File: src/rtl/sm83_irq_ctl_if.sv
// sm83_irq_ctl_if
// Bundle between the SM83 core sequencer and the interrupt controller.
//   master : the core side. Drives the tick/boundary strobes, the IF/IE levels,
//            the EI/DI/RETI pulses and the current PC/SP. Receives the
//            dispatch controls.
//   slave  : the interrupt controller. Drives ime, halt_wake, core_stall,
//            sp_dec, the memory write (mem_we/mem_addr/mem_wdata), the vector
//            load (pc_load/pc_vec) and the one-hot if_clr.
interface sm83_irq_ctl_if;
    logic        m_tick;
    logic        instr_boundary;
    logic [4:0]  if_req;
    logic [4:0]  ie;
    logic        ei_pulse;
    logic        di_pulse;
    logic        reti_pulse;
    logic [15:0] pc;
    logic [15:0] sp;

    logic        ime;
    logic        halt_wake;
    logic        core_stall;
    logic        sp_dec;
    logic        mem_we;
    logic [15:0] mem_addr;
    logic [7:0]  mem_wdata;
    logic        pc_load;
    logic [15:0] pc_vec;
    logic [4:0]  if_clr;

    modport master (
        output m_tick, instr_boundary, if_req, ie, ei_pulse, di_pulse,
               reti_pulse, pc, sp,
        input  ime, halt_wake, core_stall, sp_dec, mem_we, mem_addr,
               mem_wdata, pc_load, pc_vec, if_clr
    );

    modport slave (
        input  m_tick, instr_boundary, if_req, ie, ei_pulse, di_pulse,
               reti_pulse, pc, sp,
        output ime, halt_wake, core_stall, sp_dec, mem_we, mem_addr,
               mem_wdata, pc_load, pc_vec, if_clr
    );
endinterface

File: src/rtl/sm83_irq_ctl.sv
// sm83_irq_ctl
// Interrupt master enable (with the one-instruction EI delay), IE/IF
// prioritisation at instruction boundaries, and the 5-M-cycle dispatch
// sequence: W1, W2, PUSH_HI, PUSH_LO, JUMP.
// Ports:
//   clk   : core clock
//   rst_n : asynchronous active-low reset
//   bus   : sm83_irq_ctl_if.slave (core strobes/levels in, dispatch controls out)
module sm83_irq_ctl (
    input  logic                 clk,
    input  logic                 rst_n,
    sm83_irq_ctl_if.slave        bus
);

    typedef enum logic [2:0] {
        S_IDLE    = 3'd0,
        S_W1      = 3'd1,
        S_W2      = 3'd2,
        S_PUSH_HI = 3'd3,
        S_PUSH_LO = 3'd4,
        S_JUMP    = 3'd5
    } state_t;

    // Index of the lowest set request bit (VBlank has the highest priority).
    function automatic logic [2:0] lowest_idx(input logic [4:0] req);
        logic [2:0] idx;
        idx = 3'd0;
        for (int i = 4; i >= 0; i--) begin
            if (req[i]) begin
                idx = 3'(i);
            end else begin
                idx = idx;
            end
        end
        return idx;
    endfunction

    state_t      state_q, state_d;
    logic        ime_q, ime_d;
    logic        ime_pend_q, ime_pend_d;
    logic [2:0]  idx_q, idx_d;
    logic [4:0]  if_clr_q, if_clr_d;

    logic [4:0]  pend_s;
    logic        take_s;

    logic        core_stall_s;
    logic        sp_dec_s;
    logic        mem_we_s;
    logic [15:0] mem_addr_s;
    logic [7:0]  mem_wdata_s;
    logic        pc_load_s;
    logic [15:0] pc_vec_s;

    assign pend_s = bus.if_req & bus.ie;
    // ime_pend counts as enabled so the boundary after EI can take directly.
    assign take_s = (state_q == S_IDLE) && bus.m_tick && bus.instr_boundary &&
                    (ime_q || ime_pend_q) && (|pend_s);

    // Next-state, IME and vector-index logic.
    always_comb begin
        state_d    = state_q;
        ime_d      = ime_q;
        ime_pend_d = ime_pend_q;
        idx_d      = idx_q;
        if_clr_d   = 5'b00000;
        if (take_s) begin
            state_d    = S_W1;
            ime_d      = 1'b0;
            ime_pend_d = 1'b0;
            idx_d      = lowest_idx(pend_s);
            if_clr_d   = 5'b00001 << lowest_idx(pend_s);
        end else if (bus.m_tick) begin
            case (state_q)
                S_IDLE: begin
                    // IME pulses only act in IDLE; during dispatch they are dropped.
                    if (bus.di_pulse) begin
                        ime_d      = 1'b0;
                        ime_pend_d = 1'b0;
                    end else if (bus.reti_pulse) begin
                        ime_d = 1'b1;
                    end else if (bus.ei_pulse) begin
                        ime_pend_d = 1'b1;
                    end else if (bus.instr_boundary && ime_pend_q) begin
                        ime_d      = 1'b1;
                        ime_pend_d = 1'b0;
                    end else begin
                        ime_d = ime_q;
                    end
                end
                S_W1:      state_d = S_W2;
                S_W2:      state_d = S_PUSH_HI;
                S_PUSH_HI: state_d = S_PUSH_LO;
                S_PUSH_LO: state_d = S_JUMP;
                S_JUMP:    state_d = S_IDLE;
                default:   state_d = S_IDLE;
            endcase
        end else begin
            state_d = state_q;
        end
    end

    // State registers.
    always_ff @(posedge clk or negedge rst_n) begin
        if (!rst_n) begin
            state_q    <= S_IDLE;
            ime_q      <= 1'b0;
            ime_pend_q <= 1'b0;
            idx_q      <= 3'd0;
            if_clr_q   <= 5'b00000;
        end else begin
            state_q    <= state_d;
            ime_q      <= ime_d;
            ime_pend_q <= ime_pend_d;
            idx_q      <= idx_d;
            if_clr_q   <= if_clr_d;
        end
    end

    // Per-state dispatch controls; SP is decremented in W2 and PUSH_HI so each
    // push addresses the already-decremented SP.
    always_comb begin
        core_stall_s = 1'b0;
        sp_dec_s     = 1'b0;
        mem_we_s     = 1'b0;
        mem_addr_s   = 16'h0000;
        mem_wdata_s  = 8'h00;
        pc_load_s    = 1'b0;
        pc_vec_s     = 16'h0000;
        case (state_q)
            S_IDLE: begin
                core_stall_s = 1'b0;
            end
            S_W1: begin
                core_stall_s = 1'b1;
            end
            S_W2: begin
                core_stall_s = 1'b1;
                sp_dec_s     = 1'b1;
            end
            S_PUSH_HI: begin
                core_stall_s = 1'b1;
                sp_dec_s     = 1'b1;
                mem_we_s     = 1'b1;
                mem_addr_s   = bus.sp;
                mem_wdata_s  = bus.pc[15:8];
            end
            S_PUSH_LO: begin
                core_stall_s = 1'b1;
                mem_we_s     = 1'b1;
                mem_addr_s   = bus.sp;
                mem_wdata_s  = bus.pc[7:0];
            end
            S_JUMP: begin
                core_stall_s = 1'b1;
                pc_load_s    = 1'b1;
                // 0x40 + 8*idx; idx*8 never reaches bit 6, so this is a plain OR.
                pc_vec_s     = {9'b0_0000_0000, 1'b1, idx_q, 3'b000};
            end
            default: begin
                core_stall_s = 1'b0;
            end
        endcase
    end

    assign bus.ime        = ime_q;
    assign bus.halt_wake  = |pend_s;
    assign bus.core_stall = core_stall_s;
    assign bus.sp_dec     = sp_dec_s;
    assign bus.mem_we     = mem_we_s;
    assign bus.mem_addr   = mem_addr_s;
    assign bus.mem_wdata  = mem_wdata_s;
    assign bus.pc_load    = pc_load_s;
    assign bus.pc_vec     = pc_vec_s;
    assign bus.if_clr     = if_clr_q;

endmodule

File: src/flat_wrapper.sv
// flat-port wrapper written by rule: the top's interface ports become plain ports
module sm83_irq_ctl_flat 
  (clk, rst_n, bus_m_tick, bus_instr_boundary, bus_if_req, bus_ie, bus_ei_pulse, bus_di_pulse, bus_reti_pulse, bus_pc, bus_sp, bus_ime, bus_halt_wake, bus_core_stall, bus_sp_dec, bus_mem_we, bus_mem_addr, bus_mem_wdata, bus_pc_load, bus_pc_vec, bus_if_clr);
  sm83_irq_ctl_if bus_i ();
  input  logic clk;
  input  logic rst_n;
  input wire logic [$bits(bus_i.m_tick)-1:0] bus_m_tick;
  input wire logic [$bits(bus_i.instr_boundary)-1:0] bus_instr_boundary;
  input wire logic [$bits(bus_i.if_req)-1:0] bus_if_req;
  input wire logic [$bits(bus_i.ie)-1:0] bus_ie;
  input wire logic [$bits(bus_i.ei_pulse)-1:0] bus_ei_pulse;
  input wire logic [$bits(bus_i.di_pulse)-1:0] bus_di_pulse;
  input wire logic [$bits(bus_i.reti_pulse)-1:0] bus_reti_pulse;
  input wire logic [$bits(bus_i.pc)-1:0] bus_pc;
  input wire logic [$bits(bus_i.sp)-1:0] bus_sp;
  output wire logic [$bits(bus_i.ime)-1:0] bus_ime;
  output wire logic [$bits(bus_i.halt_wake)-1:0] bus_halt_wake;
  output wire logic [$bits(bus_i.core_stall)-1:0] bus_core_stall;
  output wire logic [$bits(bus_i.sp_dec)-1:0] bus_sp_dec;
  output wire logic [$bits(bus_i.mem_we)-1:0] bus_mem_we;
  output wire logic [$bits(bus_i.mem_addr)-1:0] bus_mem_addr;
  output wire logic [$bits(bus_i.mem_wdata)-1:0] bus_mem_wdata;
  output wire logic [$bits(bus_i.pc_load)-1:0] bus_pc_load;
  output wire logic [$bits(bus_i.pc_vec)-1:0] bus_pc_vec;
  output wire logic [$bits(bus_i.if_clr)-1:0] bus_if_clr;
  assign bus_i.m_tick = bus_m_tick;
  assign bus_i.instr_boundary = bus_instr_boundary;
  assign bus_i.if_req = bus_if_req;
  assign bus_i.ie = bus_ie;
  assign bus_i.ei_pulse = bus_ei_pulse;
  assign bus_i.di_pulse = bus_di_pulse;
  assign bus_i.reti_pulse = bus_reti_pulse;
  assign bus_i.pc = bus_pc;
  assign bus_i.sp = bus_sp;
  assign bus_ime = bus_i.ime;
  assign bus_halt_wake = bus_i.halt_wake;
  assign bus_core_stall = bus_i.core_stall;
  assign bus_sp_dec = bus_i.sp_dec;
  assign bus_mem_we = bus_i.mem_we;
  assign bus_mem_addr = bus_i.mem_addr;
  assign bus_mem_wdata = bus_i.mem_wdata;
  assign bus_pc_load = bus_i.pc_load;
  assign bus_pc_vec = bus_i.pc_vec;
  assign bus_if_clr = bus_i.if_clr;
  sm83_irq_ctl u_core (.clk(clk), .rst_n(rst_n), .bus(bus_i));
endmodule
File: config.mk
export PLATFORM = sky130hd
export DESIGN_NAME = sm83_irq_ctl_flat
export DESIGN_NICKNAME = d
export VERILOG_FILES = /design/src/rtl/sm83_irq_ctl_if.sv /design/src/rtl/sm83_irq_ctl.sv /design/src/flat_wrapper.sv
export SDC_FILE = /design/constraint.sdc
export NUM_CORES = 1
export LEC_CHECK = 0
export BUFFER_PORTS_ARGS = -buffer_cell sky130_fd_sc_hd__buf_2
export CORE_MARGIN = 3
export CORE_UTILIZATION = 38
export DETAILED_ROUTE_END_ITERATION = 6
export GPL_TIMING_DRIVEN = 0
export PLACE_DENSITY = 0.84
export REMOVE_ABC_BUFFERS = 1
export SLEW_MARGIN = 20
export SYNTH_ARGS = -nofsm -noshare
export SYNTH_HDL_FRONTEND = slang
export SYNTH_SLANG_ARGS = --single-unit
File: constraint.sdc
create_clock -name clk -period 5.65 [get_ports clk]
set_clock_uncertainty 0.05 [all_clocks]
set_input_delay 1.13 -clock clk [delete_from_list [all_inputs] [get_ports clk]]
set_output_delay 1.13 -clock clk [all_outputs]
set_load 0.01 [all_outputs]
; ---- After elaboration in Yosys (flattened, before gate mapping)
; Index checks and enable logic that the tools add are counted.
[word_totals]
word_cells = 64
in_bits = 49
output_inout_bits = 51
regBits = 13
[classes]
n_eq_ne = 8
shifts = 1
n_reduce_logical = 18
bitwise_logic = 1
mux = 31
[op_table]
columns = op, count
row1 = 3-bit two-way mux, 8
row2 = 1-bit two-way mux, 18
row3 = 16-bit two-way mux, 1
row4 = 8-bit case mux with 2 select lines, 1
row5 = 3-bit case mux with 5 select lines, 1
row6 = 5-bit OR reduction, 2
row7 = 4-bit AND reduction, 2
row8 = 4-bit nonzero test, 2
row9 = 7-bit two-way mux, 1
row10 = "3-bit by 2-bit == test with 1-bit output, second input constant", 2
row11 = "3-bit == test, second input constant", 2
row12 = 5-bit AND, 1
row13 = 1-bit logical AND, 5
row14 = 5-bit two-way mux, 1
row15 = "1-bit by 3-bit left shift with 5-bit output, first input constant", 1
row16 = "4-bit by 1-bit != test with 1-bit output, second input constant", 1
row17 = 2-bit nonzero test, 2
row18 = 2-bit OR reduction, 2
row19 = "3-bit by 1-bit == test with 1-bit output, second input constant", 1
row20 = 3-bit zero test, 1
row21 = "3-bit by 2-bit != test with 1-bit output, second input constant", 1
row22 = "2-bit by 1-bit != test with 1-bit output, second input constant", 1
row23 = 2-bit AND reduction, 1
row24 = 1-bit logical OR, 1

; ---- Longest topological paths before layout
; Gate-level depths: netlist of the first run.
[depth]
ltp_word = 9
depth_mapped = 7
mapped_depth_nobuf = 4

; ---- Worst setup path before layout of the first run
; OpenSTA, ideal clock, no wires.
[synth_timing]
path_kind = input-to-output
from = input port bus_if_req[2]
to = output port bus_halt_wake
cell_stages = 2
slack_ps = 2828
path_buffers = 0
arrival_time_ps = 1642
t_required_ps = 4470
path_cell_list = a22oi_1 nand4_1
[synth_between]
elab_chain_cells = 2
[synth_rtl]
columns = element, line_no
row1 = "start, declared", flat_wrapper.sv:9  ; input wire logic [$bits(bus_i.if_req)-1:0] bus_if_req;
row2 = 5-bit AND, sm83_irq_ctl.sv:55  ; assign pend_s = bus.if_req & bus.ie;
row3 = 5-bit OR reduction, sm83_irq_ctl.sv:167  ; assign bus.halt_wake = |pend_s;
row4 = "end, declared", flat_wrapper.sv:17  ; output wire logic [$bits(bus_i.halt_wake)-1:0] bus_halt_wake;
; Every way passes these cells.

; ---- Worst setup path after layout of the first run
[layout_timing]
from = register u_core.state_q[1]
to = output port bus_mem_addr[1]
[layout_between]
elab_chain_cells = 3
elab_cells_between_ends = 4
cone_classes = eq/ne (2) / mux (1) / reduce/logical (1)
[layout_rtl]
columns = element, line_no
row1 = "start, declared", sm83_irq_ctl.sv:38  ; state_t state_q, state_d;
row2 = "start signal, assigned", sm83_irq_ctl.sv:112  ; state_q <= state_d;
row3 = 3-bit by 2-bit == test with 1-bit output / 3-bit == test (equally long branches), sm83_irq_ctl.sv:130  ; case (state_q)
row4 = 2-bit OR reduction (no source line) *, n/a
row5 = 16-bit two-way mux *, sm83_irq_ctl.sv:130
row6 = "end, declared", flat_wrapper.sv:21  ; output wire logic [$bits(bus_i.mem_addr)-1:0] bus_mem_addr;
; Every way passes the cells marked *; elsewhere a longest branch is shown, timed or not.

==> run metrics, run 1 <==
PortBufs=87; initial core utilization=roughly two fifths; PostCTS Resize Cnt=0; WP buf/inv=1; register area share after synthesis=between 30% and 40%; Least-Margin Pin Slew=about 0.57 ns; main combinational cell family by area after synthesis=simple AND/OR/NAND/NOR gates; CP max FO=17; Worst Hold Class=register to register; Slew HR=between 60% and 70%; DR top layer=met4; Critical Path Max Stage Delay=slightly above 0.5 ns; Setup CP Type=register to primary output; family with the most delay on the worst path=simple AND/OR/NAND/NOR gates; met3 WL=roughly 430 um; Clock transition at path regs=0.07 ns; Top Ports=100; DRC=0; Placed Cells=between 200 and 250; Unique masters post-synth=33; largest net degree at the start of global routing=18; Final TNS setup=0 ns; WL met2=1301 um; worst slack, placed=between 2 and 2.5 ns; largest cells by area after synthesis=dfrtp_1 32%, and2_1 13%, buf_4 10%; Final setup viols=0; post-layout util=about 56%; final cell count without fillers=approximately 230; GPL Wtd Cong=0.7400; post-route minimum period=about 3.2 ns; cts bufs inserted=3; slowest CP cell=dfrtp_1; final period utilization=56.82%; drt wl/cell=11.89 um; Synth top area share=between 30 and 40%; final WL=roughly 2700 um; fillcell total=242; Power per Cell Area=between 300 and 400 nW/um^2; DIE AREA=around 3300 sq um; post-CTS setup buffer count=0; RSZ-0062 raised after global routing=false; Max Root-Sink Buffers=2; diodes inserted=0; share of layout cells above drive strength 1=roughly half; maximum vdd drop=around 0.23 mV; Final ANT Viol Nets=0; vias in the first global route=about 940; design area=1411 sq um; XOR/XNOR share of the synthesized area=0%; synthesized area=roughly 1000 sq um; drt pass-1 iters=4; average via count per standard cell=~4.8; crit start category=register; Synth Area in Compound Gates=around a fifth; initial antenna violation count=0; multiplexer area fraction after synthesis=0.9901%; Total Nets Final=245; Worst path most repeated cell=and2_1; first-pass GRT wire length=~4200 um; initial DRC count=53; core area=roughly 2500 sq um; die height=roughly 58 um; hpwl dp=about 2300 um; Hold-fix buffers, CTS=0; Min Hold Slack=0.4469 ns; TritonCTS clock tree=built; Max Cap Violations=0; Yosys top cell by area=dfrtp_1; Final Hold Vio Count=0; Critical Path RT=between 4 and 5 ns; gr usage total=around 16%; CP Capture Type=primary output; Worst-Skew Late Latency=0.27 ns; Slew Limit Fails=0; Die Wd=~58 um; Synth Area in Simple Gates=between 30% and 40%; H-tree lvl count=1; detailed-route via count=between 1k and 1.5k; Yosys reg bits=13; area added between synthesis and finish=39.60%; slack of the critical path=2.439 ns; Metal-1 WL=~930 um; Mapped Cells=about 110; total grt overflow=0; Syn Area/Cell=approximately 9 sq um; worst path cell trace=nor2b_1 -> and2_1 -> or2_1 -> and2_1 -> buf_2; root buf cell=clkbuf_4; Cell Area, Placed=~1400 sq um; # rows=18; Tot Pwr=just over 0.5 mW; Leak=0.8269 nW; Sink Count=13; outcome=finished, final reports clean; post-synthesis adder-cell area fraction=0%; Ys Warns=0; Crit path arrival time=2.03 ns; Max Fclk=311.5 MHz
## final timing paths
check	start	end	slack, ns	cells past startpoint
setup / recovery	u_core.state_q[1]$_DFFE_PN0P_	bus_mem_addr[1]	2.44	5
hold / removal	u_core.idx_q[1]$_DFFE_PN0P_	u_core.idx_q[1]$_DFFE_PN0P_	0.45	1
hold reg to reg	u_core.idx_q[1]$_DFFE_PN0P_	u_core.idx_q[1]$_DFFE_PN0P_	0.45	1
min in group asynchronous	rst_n	u_core.idx_q[2]$_DFFE_PN0P_	0.68	1
setup reg to reg	u_core.state_q[0]$_DFFE_PN0P_	u_core.bus.if_clr[4]$_DFF_PN0_	3.89	4
max in group asynchronous	rst_n	u_core.bus.if_clr[0]$_DFF_PN0_	4.65	1
## worst reg2reg max path: cells and delay by family (launching register included)
family / cells / cell delay [ns]
DFF: 1 / 0.50
and+or+nand+nor: 4 / 1.13
## registers in the layout, indices dropped and copies added (netlist names)
name               cells
u_core.bus.if_clr      5
u_core.bus.ime         1
u_core.idx_q           3
u_core.ime_pend_q      1
u_core.state_q         3
## final cells by class
type,count,area [sq um],area share [%]
multi-input combinational,91,586.8,41.58
timing repair buffer,87,435.4,30.85
sequential,13,325.3,23.05
tap,30,37.54,2.660
clock buffer,4,26.28,1.862
## synthesized netlist by cell type (all sizes together)
| library cell | count |
|---|---|
| nor3b | 2 |
| nor2 | 7 |
| a32o | 2 |
| dfrtp | 13 |
| nand2 | 7 |
| conb | 1 |
| a22o | 10 |
| and2 | 21 |
| o21ai | 4 |
| buf | 18 |
| nor2b | 1 |
| nor4b | 2 |
| a21oi | 6 |
| o2bb2ai | 1 |
| o21bai | 1 |
| or2 | 1 |
| nand2b | 1 |
| a31oi | 2 |
| mux2i | 1 |
| nand4 | 1 |
| clkbuf | 2 |
| nand3b | 1 |
| nand3 | 2 |
| a22oi | 2 |
| nor3 | 2 |
| and3b | 1 |
| or4b | 1 |
## cell families after synthesis
family,count (synthesis)
AOI/OAI and AO/OA,28
buffers and inverters,20
DFF,13
and+or+nand+nor,50
other,1
muxes,1
## cell usage in the layout (no fill, tap or decap), types with 2 or more instances in the layout
| cell type | instances |
|---|---|
| buf_2 | 87 |
| dfrtp_1 | 13 |
| nor3b_2 | 2 |
| nor4b_1 | 2 |
| nand2_1 | 7 |
| nor3_1 | 2 |
| clkbuf_4 | 3 |
| a31oi_1 | 2 |
| a21oi_1 | 6 |
| a22o_1 | 10 |
| a22oi_1 | 2 |
| and2_1 | 21 |
| o21ai_0 | 3 |
| nor2_1 | 6 |
| conb_1 | 12 |
| a32o_1 | 2 |
## power breakdown
part	leakage [nW]	switching, mW	internal [mW]	total (mW)
Sequential	0.171	0.0363	0.120	0.157
Combinational	0.641	0.159	0.140	0.299
Clock	0.0150	0.0286	0.0273	0.0559
## per-layer routing
layer	GRT usage (%)	vias up
li1	-	538
met1	17.95	461
met2	27.90	68
met3	4.977	2
met4	4.967	0
met5	0	-
No activity file was read; power rests on OpenSTA's default activity.
==> inputs of run 2 (changes only) <==
--- a/config.mk
+++ b/config.mk
@@ -7,10 +7,10 @@
 export LEC_CHECK = 0
 export BUFFER_PORTS_ARGS = -buffer_cell sky130_fd_sc_hd__buf_2
 export CORE_MARGIN = 3
-export CORE_UTILIZATION = 38
+export CORE_UTILIZATION = 36
 export DETAILED_ROUTE_END_ITERATION = 6
 export GPL_TIMING_DRIVEN = 0
-export PLACE_DENSITY = 0.84
+export PLACE_DENSITY = 0.81
 export REMOVE_ABC_BUFFERS = 1
 export SLEW_MARGIN = 20
 export SYNTH_ARGS = -nofsm -noshare
==> constraint.sdc (replaced) <==
create_clock -name clk -period 3.3 [get_ports clk]
set_clock_uncertainty 0.05 [all_clocks]
set_input_delay 0.66 -clock clk [delete_from_list [all_inputs] [get_ports clk]]
set_output_delay 0.66 -clock clk [all_outputs]
set_load 0.01 [all_outputs]
==> run 2 against run 1 <==
  * Cell area stayed put
  * Combinational power grew 70%
  * Clock power rose by 65%
  * Cell count stayed put
  * Core utilization fell by 1.5 points
  * Critical path type unchanged
  * Largest cell class unchanged
  * Largest power group unchanged
  * Highest routed layer unchanged
==> run metrics, run 2 (synthesis results as in run 1) <==
Critical Path RT=between 2 and 3 ns; vias in the first global route=920; final WL=2591 um; Worst Reg-to-Reg Cells=4; Max Root-Sink Buffers=2; post-CTS setup buffer count=0; Final setup viols=0; combinational power share=around 58%; maximum vdd drop=0.3570 mV; slack of the critical path=roughly 0.54 ns; initial core utilization=39.38%; hpwl dp=about 2200 um; Worst Hold Class=input pin to async pin; PostCTS Resize Cnt=0; Top Ports=100; fillcell total=about 260; crit start category=register; die height=between 50 and 60 um; Clock transition at path regs=0.07 ns; cts bufs inserted=3; Internal=0.4928 mW; gr usage total=between 10 and 15%; final period utilization=between 80% and 90%; H-tree lvl count=1; average via count per standard cell=4.689; Setup CP Type=register to primary output; Sw Share=43.46%; area added between synthesis and finish=39.60%; most frequent cells in the layout=87 x buf_2, 21 x and2_1, 13 x dfrtp_1; root buf cell=clkbuf_4; PortBufs=a little under 90; DRC=0; Max Fclk=approximately 360 MHz; CP max FO=17; clock network power share=roughly a tenth; GPL Wtd Cong=~0.75; diodes inserted=0; Worst-Skew Late Latency=0.27 ns; Sink Count=13; Slew HR=roughly three fifths; Final TNS setup=0 ns; Slew Limit Fails=0; DIE AREA=between 3000 and 4000 sq um; most common cell after layout, fill and taps aside=buf_2; Hold-fix buffers, CTS=0; total grt overflow=0; Final ANT Viol Nets=0; Die Wd=58.99 um; outcome=finished, final reports clean; Tot Pwr=0.8715 mW; initial DRC count=33; switching pwr=0.3787 mW; detailed-route via count=about 1.1k; post-route minimum period=~2.8 ns; Leak=around 0.83 nW; initial antenna violation count=0; Total Nets Final=245; Final Hold Vio Count=0; largest net degree at the start of global routing=18; worst slack, placed=around 0.83 ns; core area=between 2000 and 3000 sq um; share of layout cells above drive strength 1=about half; RSZ-0062 raised after global routing=false; Crit path arrival time=roughly 2.1 ns; TritonCTS clock tree=built; Reg power frac=approximately 31%; # rows=18; drt wl/cell=approximately 12 um; first-pass GRT wire length=~3800 um; Max Cap Violations=0; Power per Cell Area=between 600 and 700 nW/um^2; CP Capture Type=primary output; Least-Margin Pin Slew=0.6096 ns; drt pass-1 iters=3; number of flip-flops in the largest register=5
==> run 2: cell counts in the layout (fill, tap and decap cells not counted) <==
Identical to the previous run, type by type.
==> run 2: power by group through the flow <==
stage	sequential, mW	clock, mW	combinational, mW
2_1_floorplan	0.262	0	0.324
3_3_place_gp	0.271	0	0.511
3_5_place_dp	0.271	0	0.517
4_1_cts	0.270	0.0979	0.518
5_1_grt	0.280	0.103	0.572
6_report	0.270	0.0923	0.509
==> run 2: stage by stage <==
step / area (sq um) / hold slack [ns] / utilization, % / std cells
after floorplan: 912.1 / 0.3144 / - / 104
after detailed placement: 1385 / 0.4257 / 53.95 / 221
after global placement: 1385 / 0.4215 / 53.95 / 221
after global routing: 1411 / 0.2254 / 54.97 / 225
final: 1411 / 0.2102 / 54.97 / 225
after CTS: 1411 / 0.2167 / 54.97 / 225
==> run 2: path summary, 6_finish.rpt <==
kind | from | endpoint | slack, ns
setup / recovery | u_core.state_q[1]$_DFFE_PN0P_ | bus_mem_addr[3] | 0.54
hold / removal | rst_n | u_core.bus.if_clr[3]$_DFF_PN0_ | 0.21
setup reg to reg | u_core.state_q[0]$_DFFE_PN0P_ | u_core.bus.if_clr[4]$_DFF_PN0_ | 1.56
hold reg to reg | u_core.idx_q[1]$_DFFE_PN0P_ | u_core.idx_q[1]$_DFFE_PN0P_ | 0.47
max in group asynchronous | rst_n | u_core.bus.if_clr[1]$_DFF_PN0_ | 2.77
min in group clk | u_core.idx_q[1]$_DFFE_PN0P_ | u_core.idx_q[1]$_DFFE_PN0P_ | 0.47
==> run 2: metal layers <==
metal	track usage (%)	up-vias	wire, um
met3	4.575	2	434
met4	3.883	0	15
met1	16.26	444	940
li1	-	538	-
met5	0	-	0
met2	24.76	71	1200
==> run 2: area by class of cell <==
cell class,instances,area (sq um),share of cell area [%]
clock buffer,4,26.28,1.862
timing repair buffer,87,435.4,30.85
sequential,13,325.3,23.05
multi-input combinational,91,586.8,41.58
tap,30,37.54,2.660
==> run 2: critical path, cell delays in order, from the launching register on <==
cell	delay, ns
dfrtp_1	0.51
nor2b_1	0.25
and2_1	0.32
or2_1	0.38
and2_1	0.18
buf_2	0.13
==> inputs of run 3 (changes only) <==
==> constraint.sdc (replaced) <==
create_clock -name clk -period 2.7 [get_ports clk]
set_clock_uncertainty 0.05 [all_clocks]
set_input_delay 0.54 -clock clk [delete_from_list [all_inputs] [get_ports clk]]
set_output_delay 0.54 -clock clk [all_outputs]
set_load 0.01 [all_outputs]
==> run 3 against run 2 <==
  * Core utilization grew 0.097 points
  * Non-clock buffer count is the same
  * Register-to-register slack lost 0.60 ns
  * Total power grew 23%
  * Combinational power grew 24%
  * Cell count is the same
  * Sequential power grew 22%
  * Cell area grew 0.18%
  * Worst setup slack lost 0.32 ns
  * Die area is the same
  * Largest power group unchanged
  * Highest routed layer unchanged
==> run metrics, run 3 (synthesis results as in run 1) <==
Max Root-Sink Buffers=2; average via count per standard cell=between 4 and 5; RR Startpoint=u_core.state_q[0]$_DFFE_PN0P_; Crit path arrival time=1.89 ns; vias in the first global route=between 900 and 1k; Hold-fix buffers, CTS=0; final period utilization=approximately nine tenths; Final setup viols=0; Worst-Skew Late Latency=0.27 ns; PortBufs=87; slack of the critical path=~0.22 ns; Clock transition at path regs=~0.07 ns; Power per Cell Area=approximately 760 nW/um^2; share of layout cells above drive strength 1=between 40 and 50%; most common cell after layout, fill and taps aside=buf_2; TritonCTS clock tree=built; Sink Count=13; Leak=around 0.83 nW; Critical path origin=u_core.state_q[1]$_DFFE_PN0P_; Max Fclk=approximately 400 MHz; drt pass-1 iters=3; Slew Limit Fails=0; Multi-input gate area=about 590 sq um; cts bufs inserted=3; final WL=between 2000 and 3000 um; hpwl dp=between 2000 and 2500 um; first-pass GRT wire length=~3800 um; Final ANT Viol Nets=0; Final TNS setup=0 ns; Critical Path RT=about 2.1 ns; core area=2567 sq um; Worst Reg-to-Reg Cells=4; root buf cell=clkbuf_4; CP max FO=17; initial core utilization=about two fifths; worst slack, placed=0.3477 ns; maximum vdd drop=roughly 0.44 mV; RSZ-0062 raised after global routing=false; outcome=finished, final reports clean; reg2reg setup slack=between 0.9 and 1 ns; Least-Margin Pin Slew=around 0.61 ns; area added between synthesis and finish=39.85%; Top Ports=100; drt wl/cell=roughly 12 um; detailed-route via count=roughly 1.1k; post-CTS setup buffer count=0; fillcell total=roughly 250; Placed Cells=roughly 220; # rows=18; final cell count without fillers=225; Sequential cell area=325.3 sq um; Worst Hold Class=input pin to async pin; DRC=0; Setup CP Type=register to primary output; Total Nets Final=~250; Reg-to-Reg End=u_core.bus.if_clr[4]$_DFF_PN0_; Die Wd=just under 60 um; H-tree lvl count=1; Final Hold Vio Count=0; termination of the worst setup path=bus_mem_addr[3]; Max Cap Violations=0; post-layout util=a little under three fifths; diodes inserted=0; post-route minimum period=2.478 ns; initial antenna violation count=0; gr usage total=14.07%; crit start category=register; GPL Wtd Cong=around 0.75; largest net degree at the start of global routing=18; most frequent cells in the layout=87 x buf_2, 21 x and2_1, 13 x dfrtp_1; CP Capture Type=primary output; initial DRC count=35; Slew HR=approximately three fifths; Tot Pwr=~1.1 mW; total grt overflow=0; DIE AREA=~3500 sq um; die height=about 59 um; number of flip-flops in the largest register=5
## run 3: worst min-delay path by stage
stage / from / to / slack [ns] / cells after the start
5_1_grt: rst_n / u_core.bus.if_clr[2]$_DFF_PN0_ / 0.11 / 1
4_1_cts: rst_n / u_core.bus.if_clr[2]$_DFF_PN0_ / 0.1 / 1
3_3_place_gp: rst_n / u_core.bus.if_clr[2]$_DFF_PN0_ / 0.39 / 1
2_1_floorplan: rst_n / u_core.bus.if_clr[0]$_DFF_PN0_ / 0.19 / 0
3_5_place_dp: rst_n / u_core.bus.if_clr[2]$_DFF_PN0_ / 0.39 / 1
6_report: rst_n / u_core.bus.if_clr[3]$_DFF_PN0_ / 0.09 / 1
## run 3: metal layers
layer  GRT usage [%]  part of all wire, %  up-vias
met2           24.76                   47       71
met4           3.883                 0.58        0
li1                -                    -      538
met1           16.26                   36      448
met5               0                    0        -
met3           4.575                   17        2
## run 3: what timing repair did
action,in CTS,in global routing
gates resized for setup,0,1
endpoints found under the setup margin,0,16
endpoints found under the hold margin,0,0
## run 3: worst max-delay path: stages (launching register included)
cell and delay, ns:
dfrtp_1 0.51, nor2b_1 0.25, and2_1 0.33, or2_4 0.25, and2_1 0.13, buf_2 0.13
## run 3: through the flow
| step | cell area [sq um] | hold WS, ns |
|---|---|---|
| after CTS | 1411 | 0.09672 |
| after global placement | 1385 | 0.3866 |
| after detailed placement | 1385 | 0.3927 |
| after global routing | 1414 | 0.1054 |
| after floorplan | 912.1 | 0.1944 |
| final | 1414 | 0.09024 |
## run 3: layout make-up
type / instances / area share, %
clock buffers: 4 / 1.858
multi-input cells: 91 / 41.68
flip-flops and latches: 13 / 23.01
well taps: 30 / 2.655
repair buffers: 87 / 30.80
## run 3: report_power, final
part	internal, mW	switching [mW]
logic	0.301	0.330
clock network	0.0572	0.0557
registers	0.252	0.0780
total	0.610	0.463
